**src/rtl/ibex_ex_sequencer.sv**
```systemverilog
// Execute-stage sequencer: issues one operation at a time to NUM_UNITS functional
// units and returns the selected unit's result through a registered output stage.
module ibex_ex_sequencer #(
  parameter int unsigned          NUM_UNITS         = 4,
  parameter int unsigned          WIDTH             = 32,
  parameter int unsigned          TAG_W             = 5,
  parameter logic [NUM_UNITS-1:0] SINGLE_CYCLE_MASK = 4'b0001,
  parameter int unsigned          TIMEOUT_CYCLES    = 64
) (
  input  logic                       clk_i,
  input  logic                       rst_i,
  input  logic                       issue_valid_i,
  output logic                       issue_ready_o,
  input  logic [3:0]                 issue_unit_i,
  input  logic [TAG_W-1:0]           issue_tag_i,
  output logic [NUM_UNITS-1:0]       unit_start_o,
  output logic [NUM_UNITS-1:0]       unit_kill_o,
  input  logic [NUM_UNITS-1:0]       unit_done_i,
  input  logic [NUM_UNITS*WIDTH-1:0] unit_result_i,
  output logic                       result_valid_o,
  input  logic                       result_ready_i,
  output logic [WIDTH-1:0]           result_o,
  output logic [TAG_W-1:0]           result_tag_o,
  output logic                       result_err_o,
  input  logic                       flush_i,
  output logic                       busy_o,
  output logic [1:0]                 dbg_state_o
);

  // Handshakes: a transfer happens on a rising edge where valid and ready are both
  // high; valid never waits on ready, and the result payload is held while valid && !ready.

  typedef enum logic [1:0] {
    IDLE = 2'd0,
    BUSY = 2'd1,
    OUT  = 2'd2
  } state_e;

  localparam int unsigned     CNT_W    = (TIMEOUT_CYCLES > 1) ? $clog2(TIMEOUT_CYCLES) : 1;
  localparam logic [CNT_W-1:0] CNT_LAST = CNT_W'(TIMEOUT_CYCLES - 1);

  state_e               state_q, state_d;
  logic [3:0]           unit_q, unit_d;
  logic [TAG_W-1:0]     tag_q, tag_d;
  logic [WIDTH-1:0]     res_q, res_d;
  logic                 err_q, err_d;
  logic [CNT_W-1:0]     cnt_q, cnt_d;

  logic                 accept;
  logic                 timeout;
  logic                 issue_legal;
  logic                 issue_single;
  logic [WIDTH-1:0]     issue_data;
  logic [NUM_UNITS-1:0] issue_onehot;
  logic                 busy_done;
  logic [WIDTH-1:0]     busy_data;
  logic [NUM_UNITS-1:0] busy_onehot;

  // Decode the offered unit and the unit in progress; out-of-range indices match nothing.
  always_comb begin
    issue_legal  = 1'b0;
    issue_single = 1'b0;
    issue_data   = '0;
    issue_onehot = '0;
    busy_done    = 1'b0;
    busy_data    = '0;
    busy_onehot  = '0;
    for (int u = 0; u < NUM_UNITS; u++) begin
      if (issue_unit_i == 4'(u)) begin
        issue_legal     = 1'b1;
        issue_single    = SINGLE_CYCLE_MASK[u];
        issue_data      = unit_result_i[u*WIDTH +: WIDTH];
        issue_onehot[u] = 1'b1;
      end
      if (unit_q == 4'(u)) begin
        busy_done      = unit_done_i[u];
        busy_data      = unit_result_i[u*WIDTH +: WIDTH];
        busy_onehot[u] = 1'b1;
      end
    end
  end

  always_comb begin
    state_d       = state_q;
    unit_d        = unit_q;
    tag_d         = tag_q;
    res_d         = res_q;
    err_d         = err_q;
    cnt_d         = cnt_q;
    unit_start_o  = '0;
    unit_kill_o   = '0;
    issue_ready_o = !flush_i && (state_q == IDLE || (state_q == OUT && result_ready_i));
    accept        = issue_valid_i && issue_ready_o;
    timeout       = (TIMEOUT_CYCLES != 0) && (cnt_q == CNT_LAST);

    if (flush_i) begin
      state_d = IDLE;
      err_d   = 1'b0;
      if (state_q == BUSY) unit_kill_o = busy_onehot;
    end else begin
      case (state_q)
        BUSY: begin
          if (busy_done) begin
            state_d = OUT;
            res_d   = busy_data;
            err_d   = 1'b0;
          end else if (timeout) begin
            unit_kill_o = busy_onehot;
            state_d     = OUT;
            res_d       = '0;
            err_d       = 1'b1;
          end else begin
            cnt_d = cnt_q + CNT_W'(1);
          end
        end
        OUT:     if (result_ready_i) state_d = IDLE;
        default: ;
      endcase

      // A new accept overrides the drain of OUT so results can stream back-to-back.
      if (accept) begin
        unit_d = issue_unit_i;
        tag_d  = issue_tag_i;
        if (!issue_legal) begin
          state_d = OUT;
          res_d   = '0;
          err_d   = 1'b1;
        end else if (issue_single) begin
          state_d = OUT;
          res_d   = issue_data;
          err_d   = 1'b0;
        end else begin
          state_d      = BUSY;
          cnt_d        = '0;
          unit_start_o = issue_onehot;
        end
      end
    end

    // The operation is discarded by reset, so no unit is started or killed.
    if (rst_i) begin
      unit_start_o = '0;
      unit_kill_o  = '0;
    end
  end

  always_ff @(posedge clk_i) begin
    if (rst_i) begin
      state_q <= IDLE;
      unit_q  <= '0;
      tag_q   <= '0;
      res_q   <= '0;
      err_q   <= 1'b0;
      cnt_q   <= '0;
    end else begin
      state_q <= state_d;
      unit_q  <= unit_d;
      tag_q   <= tag_d;
      res_q   <= res_d;
      err_q   <= err_d;
      cnt_q   <= cnt_d;
    end
  end

  assign result_valid_o = (state_q == OUT);
  assign result_o       = res_q;
  assign result_tag_o   = tag_q;
  assign result_err_o   = err_q;
  assign busy_o         = (state_q != IDLE);
  assign dbg_state_o    = state_q;

endmodule

```
**config.mk**
```make
export PLATFORM = sky130hd
export DESIGN_NAME = ibex_ex_sequencer
export DESIGN_NICKNAME = d
export VERILOG_FILES = /design/src/rtl/ibex_ex_sequencer.sv
export SDC_FILE = /design/constraint.sdc
export NUM_CORES = 1
export LEC_CHECK = 0
export ABC_AREA = 1
export CORE_MARGIN = 1
export CORE_UTILIZATION = 40
export CTS_BUF_LIST = sky130_fd_sc_hd__clkbuf_8 sky130_fd_sc_hd__clkbuf_16
export CTS_CLUSTER_DIAMETER = 150
export DETAILED_ROUTE_END_ITERATION = 10
export GPL_TIMING_DRIVEN = 0
export PLACE_DENSITY = 0.76
export SETUP_SLACK_MARGIN = 0.1
export SYNTH_ARGS = -nofsm -noshare
export SYNTH_HDL_FRONTEND = slang
export SYNTH_SLANG_ARGS = --single-unit
```
**constraint.sdc**
```tcl
create_clock -name clk_i -period 4 [get_ports clk_i]
set_input_delay 0.8 -clock clk_i [delete_from_list [all_inputs] [get_ports clk_i]]
set_output_delay 0.8 -clock clk_i [all_outputs]
set_load 0.01 [all_outputs]
```
Word-level counts from Yosys, hierarchy flattened
Cells that the tools add are included.

storage, ports and cells
  flip-flop bits (word level) = 50
  bits in latches = 0
  RAM bits = 0
  bits in read-only memories = 0
  input port bits = 146
  output and inout bits = 51
  memories = 0

operators by class
  add/sub/neg operators = 1
  multiply operators = 0
  div/mod/pow operators = 0
  magnitude comparators = 0
  equality and inequality tests = 11
  shift operators = 0
  mux-type cells = 62
  bitwise gates (word level) = 1
  reductions and logical operators = 13

operator list
  operator             count
  $mux 32              14
  $mux 4               11
  $mux 6               6
  $mux 1               24
  $eq 4x2->1 const B   4
  $mux 2               6
  $eq 4x1->1 const B   2
  $logic_not 4->1      2
  $add 6x1->6 const B  1
  $eq 6x6->1 const B   1
  $ne 4x4->1 const B   1
  $pmux 2 s2           1
  $logic_and 1x1->1    3
  $ne 3x1->1 const B   1
  $reduce_and 3->1     1
  $reduce_bool 3->1    1
  $eq 2x1->1 const B   1
  $eq 2x2->1 const B   1
  $logic_not 2->1      1
  $reduce_and 2->1     1
  $reduce_bool 2->1    1
  $reduce_or 2->1      1
  $logic_not 1->1      1
  $logic_or 1x1->1     1
  $not 1->1            1

Depth between registers and ports, before layout
Gate-level depths: netlist of run 1.

  depth in word-level cells = 10
  mapped depth = 13

Least setup slack after synthesis of run 1
OpenSTA, ideal clock, no wires.

  path kind = input to output
  from = input flush_i
  to = output unit_start_o[1]
  arrival = 1.856 ns
  required time = 3.200 ns
  setup slack = 1.344 ns
  cell stages on the path = 9
  cell sequence = buf_2 nor2_1 nand2_1 inv_2 nand2_2 inv_2 clkbuf_1 nand2_1 nor2_1

on the way
  longest elaborated chain between the ends = 6

ends and longest elaborated chain
  item               RTL line  source
  start, declared    25        input logic flush_i,
  $logic_not 1->1    92        issue_ready_o = !flush_i && (state_q == IDLE || (state_q == OUT && result_ready_i));
  $logic_and 1x1->1  92
  via issue_ready_o  13        output logic issue_ready_o,
  $logic_and 1x1->1  93        accept = issue_valid_i && issue_ready_o;
  $mux 4             121       if (accept) begin
  $mux 4             96        if (flush_i) begin
  $mux 4             141       if (rst_i) begin
  end, declared      16        output logic [NUM_UNITS-1:0] unit_start_o,

The timed path passes the listed nets, and every way through them passes these cells.

Worst setup path after layout of run 1
  from = input result_ready_i
  to = output unit_start_o[1]

on the way
  longest elaborated chain between the ends = 7

ends and longest elaborated chain
  item               RTL line  source
  start, declared    21        input logic result_ready_i,
  $logic_and 1x1->1  92
  $logic_or 1x1->1   92
  $logic_and 1x1->1  92
  $logic_and 1x1->1  93
  $mux 4             121
  $mux 4             96
  $mux 4             141

No other way between the ends.

==> results of run 1 <==
==> worst max path at each step <==
stage                      endpoint           start  cells past startpoint
floorplan           unit_start_o[1]         flush_i                      9
global placement     unit_kill_o[0]  unit_done_i[2]                     12
detailed placement  unit_start_o[1]  result_ready_i                     11
CTS                 unit_start_o[1]  result_ready_i                     11
global route        unit_start_o[1]  result_ready_i                     11
finish              unit_start_o[1]  result_ready_i                     11
==> layer usage <==
metal  global-route usage, %  vias to the layer above  wire length (um)
met5                       0                        -                 0
met4                    11.0                        0               522
met3                    4.42                       44              1420
met2                    51.3                      261              8450
met1                    37.6                     2739              7890
li1                        -                     3132                 -
==> flip-flops by register name (all words and copies together), names as in the netlist <==
register	count
result_err_o	1
cnt_q	6
result_o	32
unit_q	4
dbg_state_o	2
result_tag_o	5
==> power by group through the flow <==
stage | clock [mW] | sequential (mW) | combinational [mW]
finish | 0.431 | 0.517 | 0.483
global route | 0.460 | 0.518 | 0.525
CTS | 0.437 | 0.517 | 0.477
floorplan | 0 | 0.530 | 0.230
detailed placement | 0 | 0.528 | 0.474
global placement | 0 | 0.528 | 0.473
==> cell usage after synthesis (2+ instances only) <==
library cell,instances,area (sq um)
buf_2,27,135
o21ai_0,23,115
clkbuf_1,15,56.3
o21ai_1,21,105
or2_2,2,12.5
inv_2,11,41.3
nor2_2,3,18.8
nor2_1,43,161
buf_4,6,45.0
nor3_1,4,20.0
inv_1,32,120
nor2_4,3,33.8
nand2_1,371,1390
nand4_1,25,156
o21a_1,23,173
o211ai_1,17,128
dfxtp_1,50,1000
nand2_2,4,25.0
buf_6,5,56.3
a21oi_1,86,430
nand3_2,3,30.0
nand3_1,56,280
==> through the flow <==
stage                     utilization, %  hold WS, ns
after detailed placement            60.8        0.457
after global placement              60.8        0.452
final                               62.1        0.468
after CTS                           62.1        0.468
after floorplan                        -        0.456
after global routing                62.1        0.487
==> what timing repair did <==
item / CTS / global route
resized for setup: 0 / 1
hold endpoints to repair: 0 / 0
setup endpoints to repair: 0 / 1
==> layout by cell type (no fill, tap or decap), drive strengths merged <==
cell	count
a21oi	86
buf	38
clkbuf	21
clkdlybuf4s50	193
clkinv	3
clkinvlp	1
conb	1
dfxtp	50
ha	1
inv	43
nand2	375
nand3	60
nand3b	1
nand4	25
nor2	49
nor3	4
o211ai	17
o21a	23
o21ai	44
or2	2
xor2	1
==> cell families (layout without fill, tap and decap cells) <==
| family | Yosys count | in the layout | synth area share, % |
|---|---|---|---|
| compound gates | 170 | 170 | 20.7 |
| xor+xnor | 1 | 1 | 0.191 |
| fa+ha+maj | 1 | 1 | 0.272 |
| buf+inv | 98 | 299 | 10.1 |
| flops | 50 | 50 | 21.8 |
| other cells | 1 | 1 | 0.0816 |
| simple gates | 516 | 516 | 46.9 |
==> worst min-delay path, delay by kind of cell (launching register included) <==
| family | cells | cell delay (ns) |
|---|---|---|
| AO/OA/AOI/OAI | 1 | 0.06 |
| flip-flops | 1 | 0.31 |
| AND/OR/NAND/NOR | 1 | 0.06 |
==> layout make-up <==
cell class              count  share of cell area (%)
multi-input cells         689                    45.8
repair buffers            193                    28.2
flip-flops and latches     50                    14.6
plain buffers              54                    4.34
well taps                 140                    2.56
inverters                  44                    2.41
clock buffers               5                    1.83
clock inverters             3                   0.310
==> results.ini, run 1 <==
[critical_path]
r2r_start = cnt_q[1]$_SDFFE_PP0N_
critical_path_arrival_ns = 3.00
max_stage_delay_ns = 0.57
worstSetupStartpointType = input port
crit_family = buffers and inverters
end_kind = primary output
crit_required_ns = 3.20
cpMostUsedCell = nand2_1
crit_fanout = 10
reg2regPathDepth = 13
r2r_end = result_o[13]$_SDFFE_PP0N_
cp_num_buf_inv = 6
crit_type = in2out
critical_path.cell_chain = clkdlybuf4s50_1 > inv_1 > nand2_1 > nand2_1 > inv_2 > nand2_2 > inv_2 > clkbuf_1 > nand2_1 > nor2_1 > clkdlybuf4s50_1
r2r_slack_ns = 1.85
crit_slowest_cell = clkdlybuf4s50_1

[drt]
wl_um = 18300
drt_iter0_markers = 505
drcViolationCount = 0
wire_per_inst_um = 15.5
via_per_inst = 5.24
drtPass1Iterations = 5
postRouteAntennaNets = 0
num_vias = 6176

[global_route]
grt_overflow = 0
antenna_found_initial = 0
grt_max_degree = 17
grtUsageTotal_pct = 29.9
grt_pass1_vias = 5667
grt_pass1_wl_um = 27700

[cts]
root_buffer = clkbuf_16
clockBufferDepth = 2
cts_setup_buffers = 0
cts_buffers = 5
clkSinkCount = 50
cts_tree = done
h-tree-depth = 2
clk_latency_ns = 0.30
clkSlewWorstSetupHoldPaths_ns = 0.07
cts_hold_buf = 0

[die]
rows = 38
die-area_sq_um = 11900
die_height_um = 109
pin_count = 197
core_area_sq_um = 11000
initial_core_util_pct = 41.7
die_x_um = 109

[synthesis]
syn_nets = 984
synth_edf_count = 0
ys_seq_elements = 50
synth-async-reset-ratio_pct = 0
postSynthAreaPerCell_sq_um = 5.49
synth_ff_type = dfxtp_1
synth_area_sq_um = 4600
yosysWarningCount = 0
yosysSeqAreaShare_pct = 21.8
ys_types = 29
synthCells = 837

[sta]
fmax_mhz = 263
worst_slack_ns = 0.198
tightest_slew_ns = 0.613
setup_violations = 0
grt_setup_unrepaired = false
hold_viol = 0
finalCritPeriodShare_pct = 95.0
setup_tns_ns = 0
period_needed_ns = 3.80
finalClockSkew_ns = 0.00859
final_max_slew_viol_count = 0
slew_headroom_pct = 59.1

[pwr]
power_frac_seq_pct = 36.1
power.switching_mw = 0.454
p_leak_nw = 2.99
switching_share_pct = 31.7
power_frac_clock_pct = 30.1
power_mw = 1.43
p_per_area_nw_per_um2 = 209
combPwrFrac_pct = 33.7
peakVddDrop_mv = 0.144
power.internal_mw = 0.977

[finish]
stdcell_area_sq_um = 6850
multi_input_area_sq_um = 3140
fillCellCount = 1138
finalNonFillerCells = 1178
regArea_sq_um = 1000
syn2layout_area_growth_pct = 49.1
antenna_cells = 0
num-nets-final = 1184
layout-drive-gt1-share_pct = 7.23

[place]
gp_congestion = 0.901
place_hpwl_um = 14000
port_buffers = 193
placed_cell_area_sq_um = 6700
placed_cells = 1170
dp_slack_ns = 0.235

[worst_hold_path]
hold_depth = 2
hold_end = result_tag_o[2]$_SDFFE_PP0P_
hold_path.class = reg2reg
worstHoldStart = result_tag_o[2]$_SDFFE_PP0P_

[outcome]
outcome = finished clean

[flow_run]
cap_viol_max_count = 0

No activity file was read; power rests on OpenSTA's default activity.
==> run 2: changes to the inputs <==
- CORE_UTILIZATION: 40 -> 47
- PLACE_DENSITY: 0.76 -> 0.88
==> results.ini, run 2 (synthesized netlist as in run 1, its figures left out) <==
[sta]
slew_headroom_pct = 58.8  ; -0.35 points
finalCritPeriodShare_pct = 93.2  ; -1.8 points
hold_slack_ns = 0.472  ; +0.00452 ns
final_max_slew_viol_count = 0  ; unchanged
finalClockSkew_ns = 0.00576  ; -0.00283 ns
setup_tns_ns = 0  ; unchanged
setup_violations = 0  ; unchanged
fmax_mhz = 268  ; +2.0%
grt_setup_unrepaired = false
worst_slack_ns = 0.272  ; +0.0734 ns
tightest_slew_ns = 0.618  ; +0.00522 ns
period_needed_ns = 3.73  ; -0.0734 ns
hold_viol = 0  ; unchanged

[cts]
root_buffer = clkbuf_8
clkSinkCount = 50  ; unchanged
cts_hold_buf = 0  ; unchanged
cts_buffers = 5  ; unchanged
post_cts_resized = 0  ; unchanged
clk_latency_ns = 0.30  ; about the same
clkSlewWorstSetupHoldPaths_ns = 0.09  ; +0.02 ns
cts_tree = done
cts_setup_buffers = 0  ; unchanged
clockBufferDepth = 2  ; unchanged
h-tree-depth = 2  ; unchanged

[pwr]
combPwrFrac_pct = 35.4  ; +1.7 points
power.internal_mw = 0.929  ; -4.9%
peakVddDrop_mv = 0.174  ; +21%
power_frac_clock_pct = 26.4  ; -3.7 points
p_per_area_nw_per_um2 = 199  ; -4.7%
power_frac_seq_pct = 38.2  ; +2.1 points
p_leak_nw = 2.98  ; -0.56%
switching_share_pct = 31.3  ; -0.40 points
power.switching_mw = 0.424  ; -6.7%

[critical_path]
r2r_start = cnt_q[1]$_SDFFE_PP0N_
crit_fanout = 10  ; unchanged
worstSetupStartpointType = input port
critical_path_arrival_ns = 2.93  ; -0.07 ns
crit_type = in2out
end_kind = primary output
crit_required_ns = 3.20  ; about the same
crit_start = issue_unit_i[2]

[place]
port_buffers = 193  ; unchanged
gp_congestion = 0.938  ; +4.1%
placed_cells = 1159  ; -0.94%
dp_slack_ns = 0.306  ; +0.0717 ns
place_hpwl_um = 13600  ; -2.5%

[finish]
num-nets-final = 1184  ; unchanged
layout-drive-gt1-share_pct = 7.03  ; -0.19 points
finalNonFillerCells = 1167  ; -0.93%
final_common_cell = nand2_1
syn2layout_area_growth_pct = 47.9
largest_reg_flops = 32  ; unchanged
final_cell_mix = nand2_1 (371), clkdlybuf4s50_1 (193), a21oi_1 (86)
antenna_cells = 0  ; unchanged

[global_route]
grt_pass1_vias = 5695  ; +0.49%
grt_overflow = 0  ; unchanged
grt_max_degree = 16  ; -1
grt_pass1_wl_um = 27800  ; +0.32%
grtUsageTotal_pct = 34.3  ; +4.4 points
antenna_found_initial = 0  ; unchanged

[drt]
via_per_inst = 5.34  ; +1.9%
drt_iter0_markers = 417  ; -17%
drtPass1Iterations = 5  ; unchanged
drcViolationCount = 0  ; unchanged
wl_met3_um = 1620  ; +14%
wl_um = 17600  ; -3.8%
top_layer_used = met4
wl_met1_um = 7150  ; -9.3%
postRouteAntennaNets = 0  ; unchanged
num_vias = 6234  ; +0.94%
wl_met2_um = 8240  ; -2.4%
wire_per_inst_um = 15.1  ; -2.9%

[die]
pin_count = 197  ; unchanged
rows = 35  ; -7.9%
core_area_sq_um = 9370  ; -15%
die_height_um = 101  ; -7.6%
die-area_sq_um = 10200  ; -15%
initial_core_util_pct = 49.0  ; +7.4 points
die_x_um = 101  ; -7.6%

[flow_run]
cap_viol_max_count = 0  ; unchanged

[worst_hold_path]
worstHoldStart = result_tag_o[3]$_SDFFE_PP0P_
hold_path.class = reg2reg

[outcome]
outcome = finished clean

-- run 2: worst max-delay path, cell delays in order --
cell             delay (ns)
clkdlybuf4s50_1        0.44
inv_1                  0.09
nand2_1                0.11
nor2_1                 0.14
nand2_1                0.30
buf_2                  0.32
nor2_1                 0.18
clkdlybuf4s50_1        0.56
-- run 2: path summary, 6_finish.rpt --
path / to / slack, ns / depth (start not counted)
setup / recovery: unit_start_o[3] / 0.27 / 8
hold / removal: result_tag_o[3]$_SDFFE_PP0P_ / 0.47 / 2
setup reg to reg: result_o[25]$_SDFFE_PP0N_ / 1.89 / 13
hold reg to reg: result_tag_o[3]$_SDFFE_PP0P_ / 0.47 / 2
-- run 2: area by class of cell --
class	count	area, sq um
clock buffers	5	68.8
well taps	129	161
flip-flops and latches	50	1000
clock inverters	3	41.3
multi-input cells	689	3130
fillers	859	2570
repair buffers	193	1930
plain buffers	54	298
inverters	44	165
-- run 2: metal layers --
layer	vias up	global-route usage (%)
met5	-	0
met4	0	11.9
met3	47	4.65
met2	324	60.3
met1	2726	42.9
li1	3137	-
-- run 2: power groups by stage --
stage	sequential, mW	combinational [mW]	clock (mW)
floorplan	0.530	0.230	0
global placement	0.528	0.468	0
detailed placement	0.529	0.471	0
CTS	0.517	0.474	0.360
global route	0.519	0.525	0.382
finish	0.517	0.479	0.357
-- run 2: stage by stage --
stage | utilization [%] | area (sq um) | total power [mW]
finish | 72.6 | 6800 | 1.35
global placement | 71.4 | 6690 | 0.996
detailed placement | 71.4 | 6690 | 0.999
global route | 72.6 | 6800 | 1.43
CTS | 72.6 | 6800 | 1.35
floorplan | - | 4600 | 0.760
